**config.mk**
```make
export PLATFORM = sky130hd
export DESIGN_NAME = mod_exp_ctrl_flat
export DESIGN_NICKNAME = d
export VERILOG_FILES = /design/src/rtl/mod_exp_ctrl_if.sv /design/src/rtl/mod_exp_ctrl.sv /design/src/flat_wrapper.sv
export SDC_FILE = /design/constraint.sdc
export NUM_CORES = 1
export LEC_CHECK = 0
export BUFFER_PORTS_ARGS = -buffer_cell sky130_fd_sc_hd__buf_2
export CAP_MARGIN = 20
export CORE_MARGIN = 2
export CORE_UTILIZATION = 62
export CTS_CLUSTER_DIAMETER = 100
export DETAILED_ROUTE_END_ITERATION = 7
export GPL_TIMING_DRIVEN = 1
export PLACE_DENSITY = 0.91
export SLEW_MARGIN = 40
export SYNTH_ARGS = -nofsm -noshare
export SYNTH_HDL_FRONTEND = slang
export SYNTH_SLANG_ARGS = --single-unit
```
**constraint.sdc**
```tcl
create_clock -name clk -period 13.7 [get_ports clk]
set_clock_uncertainty 0.2 [all_clocks]
set_input_delay 1.37 -clock clk [delete_from_list [all_inputs] [get_ports clk]]
set_output_delay 1.37 -clock clk [all_outputs]
set_load 0.01 [all_outputs]
```
**src/rtl/mod_exp_ctrl_if.sv**
```systemverilog
// mod_exp_ctrl_if: request/result and divider handshake signals of the modular exponentiation sequencer
interface mod_exp_ctrl_if #(parameter int EXP_W = 16);
  logic             start;
  logic [7:0]       base;
  logic [EXP_W-1:0] exponent;
  logic [7:0]       modulus;
  logic             busy;
  logic             done;
  logic [7:0]       result;
  logic             error;
  logic             div_start;
  logic [15:0]      div_dividend;
  logic [15:0]      div_divisor;
  logic [15:0]      div_quotient;
  logic [15:0]      div_remainder;
  logic             div_ready;
  modport master (
    output start, base, exponent, modulus, div_quotient, div_remainder, div_ready,
    input  busy, done, result, error, div_start, div_dividend, div_divisor
  );
  modport slave (
    input  start, base, exponent, modulus, div_quotient, div_remainder, div_ready,
    output busy, done, result, error, div_start, div_dividend, div_divisor
  );
endinterface

```
**src/rtl/mod_exp_ctrl.sv**
```systemverilog
// mod_exp_ctrl: right-to-left square-and-multiply base^exponent mod modulus using an external serial divider
module mod_exp_ctrl #(
  parameter int EXP_W = 16
) (
  input  logic          clk,
  input  logic          rst_n,
  mod_exp_ctrl_if.slave bus
);
  typedef enum logic [2:0] {IDLE, RED_B, CHECK, MUL, SQR, ISSUE, WAIT, FIN} state_t;
  state_t           r_state;
  state_t           r_ret;
  logic [7:0]       r_b;
  logic [7:0]       r_acc;
  logic [7:0]       r_p;
  logic [7:0]       r_result;
  logic [EXP_W-1:0] r_e;
  logic             r_tgt_acc;
  logic             r_skip;
  logic             r_busy;
  logic             r_done;
  logic             r_error;
  logic             r_div_start;
  logic [15:0]      r_dividend;
  logic [EXP_W-1:0] w_e_next;
  logic [15:0]      w_prod_mul;
  logic [15:0]      w_prod_sqr;
  logic             w_unused;
  assign w_e_next   = r_e >> 1;
  assign w_prod_mul = 16'(r_acc) * 16'(r_b);
  assign w_prod_sqr = 16'(r_b) * 16'(r_b);
  assign w_unused   = ^{bus.div_quotient, bus.div_remainder[15:8]};
  assign bus.busy         = r_busy;
  assign bus.done         = r_done;
  assign bus.result       = r_result;
  assign bus.error        = r_error;
  assign bus.div_start    = r_div_start;
  assign bus.div_dividend = r_dividend;
  assign bus.div_divisor  = {8'd0, r_p};
  // Sequencer: each reduction detours through ISSUE/WAIT and resumes at r_ret with the remainder in acc or b
  always_ff @(posedge clk) begin
    if (!rst_n) begin
      r_state     <= IDLE;
      r_busy      <= 1'b0;
      r_done      <= 1'b0;
      r_result    <= 8'd0;
      r_error     <= 1'b0;
      r_div_start <= 1'b0;
      r_dividend  <= 16'd0;
    end else begin
      case (r_state)
        IDLE: if (bus.start) begin
          r_b      <= bus.base;
          r_e      <= bus.exponent;
          r_p      <= bus.modulus;
          r_acc    <= 8'd1;
          r_result <= 8'd0;
          r_error  <= (bus.modulus == 8'd0);
          if (bus.modulus <= 8'd1) begin
            r_done  <= 1'b1;
            r_state <= FIN;
          end else begin
            r_busy  <= 1'b1;
            r_state <= RED_B;
          end
        end
        RED_B: begin
          r_dividend  <= {8'd0, r_b};
          r_tgt_acc   <= 1'b0;
          r_ret       <= CHECK;
          r_div_start <= 1'b1;
          r_state     <= ISSUE;
        end
        CHECK: if (r_e == '0) begin
          r_result <= r_acc;
          r_busy   <= 1'b0;
          r_done   <= 1'b1;
          r_state  <= FIN;
        end else begin
          r_state <= r_e[0] ? MUL : SQR;
        end
        MUL: begin
          r_dividend  <= w_prod_mul;
          r_tgt_acc   <= 1'b1;
          r_ret       <= SQR;
          r_div_start <= 1'b1;
          r_state     <= ISSUE;
        end
        SQR: begin
          r_e <= w_e_next;
          if (w_e_next == '0) begin
            r_state <= CHECK;
          end else begin
            r_dividend  <= w_prod_sqr;
            r_tgt_acc   <= 1'b0;
            r_ret       <= CHECK;
            r_div_start <= 1'b1;
            r_state     <= ISSUE;
          end
        end
        ISSUE: if (bus.div_ready) begin
          r_div_start <= 1'b0;
          r_skip      <= 1'b1;
          r_state     <= WAIT;
        end
        WAIT: if (r_skip) begin
          r_skip <= 1'b0;
        end else if (bus.div_ready) begin
          if (r_tgt_acc) r_acc <= bus.div_remainder[7:0];
          else r_b <= bus.div_remainder[7:0];
          r_state <= r_ret;
        end
        FIN: begin
          r_done  <= 1'b0;
          r_state <= IDLE;
        end
        default: r_state <= IDLE;
      endcase
    end
  end
endmodule

```
**src/flat_wrapper.sv**
```systemverilog
// flat-port wrapper written by rule: the top's interface ports become plain ports
module mod_exp_ctrl_flat 
#(
  parameter int EXP_W = 16
)
  (clk, rst_n, bus_start, bus_base, bus_exponent, bus_modulus, bus_div_quotient, bus_div_remainder, bus_div_ready, bus_busy, bus_done, bus_result, bus_error, bus_div_start, bus_div_dividend, bus_div_divisor);
  mod_exp_ctrl_if #(.EXP_W(EXP_W)) bus_i ();
  input  logic clk;
  input  logic rst_n;
  input wire logic [$bits(bus_i.start)-1:0] bus_start;
  input wire logic [$bits(bus_i.base)-1:0] bus_base;
  input wire logic [$bits(bus_i.exponent)-1:0] bus_exponent;
  input wire logic [$bits(bus_i.modulus)-1:0] bus_modulus;
  input wire logic [$bits(bus_i.div_quotient)-1:0] bus_div_quotient;
  input wire logic [$bits(bus_i.div_remainder)-1:0] bus_div_remainder;
  input wire logic [$bits(bus_i.div_ready)-1:0] bus_div_ready;
  output wire logic [$bits(bus_i.busy)-1:0] bus_busy;
  output wire logic [$bits(bus_i.done)-1:0] bus_done;
  output wire logic [$bits(bus_i.result)-1:0] bus_result;
  output wire logic [$bits(bus_i.error)-1:0] bus_error;
  output wire logic [$bits(bus_i.div_start)-1:0] bus_div_start;
  output wire logic [$bits(bus_i.div_dividend)-1:0] bus_div_dividend;
  output wire logic [$bits(bus_i.div_divisor)-1:0] bus_div_divisor;
  assign bus_i.start = bus_start;
  assign bus_i.base = bus_base;
  assign bus_i.exponent = bus_exponent;
  assign bus_i.modulus = bus_modulus;
  assign bus_i.div_quotient = bus_div_quotient;
  assign bus_i.div_remainder = bus_div_remainder;
  assign bus_i.div_ready = bus_div_ready;
  assign bus_busy = bus_i.busy;
  assign bus_done = bus_i.done;
  assign bus_result = bus_i.result;
  assign bus_error = bus_i.error;
  assign bus_div_start = bus_i.div_start;
  assign bus_div_dividend = bus_i.div_dividend;
  assign bus_div_divisor = bus_i.div_divisor;
  mod_exp_ctrl #(.EXP_W(EXP_W)) u_core (.clk(clk), .rst_n(rst_n), .bus(bus_i));
endmodule
```
==> metrics <==
status=complete, no violations; post-synthesis cell type count=67; Highest Clock Rate=190 MHz; RSZ-0062 raised after global routing=no; setup tns final=0 ps; R2R Path Start=u_core.r_b[7]$_DFFE_PP_; clock sinks=74; ys async rst share=0; Area Growth Syn to Fin=10.2%; CP Launch Point=u_core.r_b[7]$_DFFE_PP_; Synth area leader=edfxtp_1; Pins Over Slew Limit=0; Required @ worst endpoint=13750 ps; WHS Endpoint=u_core.bus.result[7]$_SDFFE_PN0P_; routed len/inst=15.8 µm; via count=5721; Clock Pin Slew Worst Setup and Hold Paths=60 ps; Reg-to-Reg End=u_core.bus.div_dividend[12]$_SDFFE_PN0P_; post-synthesis sequential area ratio=0.268; Hold Path Class=flop to flop; Slew headroom=0.464; top cell type's share of synthesized area=0.181; Vias/cell=5.81; final WL=15500 µm; gpl congestion=0.923; hold path start=u_core.bus.result[7]$_SDFFE_PN0P_; Initial Utilization=0.631; Synth Area in Simple Gates=0.203; CP arrival=5300 ps; root cell of the clock tree=clkbuf_16; Antenna Violating Nets Remaining=0; Post-CTS Resized=0; max-cap violations=0; internal power=0.966 mW; Seq pwr share=0.198; CTS tree=built; Post-CTS Setup Repair Bufs=0; area of the multi-input gates=0.00467 mm²; total grt overflow=0; Main synth FF type=edfxtp_1; synthesized area per cell=9.22 µm²; hold path depth=2; Power Dens Cells=238 mW/mm²; residual DRC count=0; cts hold-fix bufs=0; CORE AREA=0.0113 mm²; CP endpoint kind=flop; # nets final=1029; post-synthesis mux area share=0.00420; Net Switching=0.906 mW; vias in the first global route=5676; global-route wire length before repair=26500 µm; ant diodes=0; Worst-Margin Slew=802 ps; Skew-Pair Late Insertion Delay=340 ps; Synth Area in XOR/XNOR=0.0257; I/O pins=112; Port Buffer Count=79; Leakage=3.79 nW; top cells by area, synth=edfxtp_1 18%, fa_1 17%, ha_1 11%; total power=1.87 mW; Post-Synth Adder-Cell Area=0.281; FF+latch area=0.00191 mm²; die height=111 µm; most frequent cells in the layout=110 x nand2_1, 100 x inv_1, 79 x buf_2; Net Sw Frac=0.484; Clk pwr share=0.125; number of synthesized flops with an enable pin=43; R2R Setup Slk=8440 ps; CTS buffer count=9; largest net degree at the start of global routing=38; clk buf depth=2; final setup violation count=0; Site Rows=39; Die ar.=0.0124 mm²; yosys warns=0; commonest non-fill, non-tap cell in the layout=nand2_1; R2R cell count=15; crit-path max FO=18; #FFs+latches synth=74; H-tree Lvls=3; initial antenna violation count=0; Synth Cell Area=0.00714 mm²; Compound-Gate Fraction of Synth Area=0.134; DRT iter0 DRCs=390; Final Cycle Share=0.384; minimum clock period=5260 ps; startpoint types=flop; Synth Instances=775; main combinational cell family by area after synthesis=adder cells; IR Drop Worst-Case VDD=204 µV; drt pass-1 iters=6; HPWL Detailed=11700 µm; Die Wd=111 µm; fillers=825; global-route usage over all layers=0.262; final hold vios=0; Combinational Power Share=0.677; CP Class=flop to flop; share of layout cells above drive strength 1=0.145
## sequential cells by signal, indices dropped and copies added, names as in the netlist
| register | count |
|---|---|
| u_core.r_b | 8 |
| u_core.bus.div_dividend | 16 |
| u_core.r_p | 8 |
| u_core.r_state | 3 |
| u_core.bus.error | 1 |
| u_core.r_e | 16 |
| u_core.r_skip | 1 |
| u_core.r_ret | 2 |
| u_core.bus.busy | 1 |
| u_core.bus.done | 1 |
| u_core.r_acc | 8 |
| u_core.bus.result | 8 |
| u_core.bus.div_start | 1 |
## per-stage QoR
stage,setup WS (ps),instance area (µm²),std cells,hold slack [ps],util
final,8440,7870,985,264,0.695
after floorplan,8930,7170,783,285,-
after global placement,8560,7560,969,246,0.668
after detailed placement,8540,7560,969,256,0.668
after global routing,8180,7870,985,280,0.695
after CTS,8480,7870,985,266,0.695
## area by class of cell
type	instances	area share
flip-flops and latches	74	0.243
multi-input cells	568	0.594
inverters	102	0.0486
repair buffers	82	0.0531
well taps	143	0.0227
clock buffers	11	0.0335
clock inverters	5	0.00525
## power by group through the flow
stage	Combinational, mW	Clock (mW)	Sequential, mW
3_5_place_dp	1.24	0	0.373
2_1_floorplan	0.989	0	0.352
5_1_grt	1.43	0.247	0.379
3_3_place_gp	1.21	0	0.370
6_report	1.27	0.234	0.371
4_1_cts	1.26	0.238	0.369
## metal layers
metal,global-route usage,routed length (µm),up-vias
met5,0,0,-
met4,0.101,457,0
met1,0.340,6360,2766
met3,0.0528,1020,38
li1,-,-,2698
met2,0.436,7700,219
## cells by family (layout without fill, tap and decap cells)
group	after synthesis	count (layout)
AND/OR/NAND/NOR	275	275
multiplexers	3	3
AO/OA/AOI/OAI	135	135
buffers and inverters	141	200
flip-flops	74	74
adder cells (fa/ha/maj)	124	124
other	2	10
XOR/XNOR	21	21
## cells in the mapped netlist, drive strengths merged, types with 14 or more instances
cell / count
nor2: 14
edfxtp: 43
dfxtp: 31
and3: 14
nand3: 18
nand2: 111
a21oi: 32
a21boi: 16
o21ai: 18
clkbuf: 20
buf: 19
xnor2: 17
fa: 61
ha: 63
inv: 102
and2: 75
## how the worst max path moves through the flow
stage,end,cells past startpoint
floorplan,u_core.bus.div_dividend[12]$_SDFFE_PN0P_,17
global placement,u_core.bus.div_dividend[12]$_SDFFE_PN0P_,15
detailed placement,u_core.bus.div_dividend[12]$_SDFFE_PN0P_,15
CTS,u_core.bus.div_dividend[12]$_SDFFE_PN0P_,15
global route,u_core.bus.div_dividend[12]$_SDFFE_PN0P_,15
finish,u_core.bus.div_dividend[12]$_SDFFE_PN0P_,15
## critical path, cell delays in order, from the launching register on
cell and delay [ps]:
edfxtp_1 770, nand2_1 170, fa_1 540, fa_1 540, inv_1 60, fa_1 540, inv_1 60, fa_1 530
inv_1 50, ha_1 350, a21oi_1 240, o211ai_1 210, a311oi_1 380, xnor2_1 200, nand2_1 90, a41oi_1 220
Power figures use the tool's default switching activity.
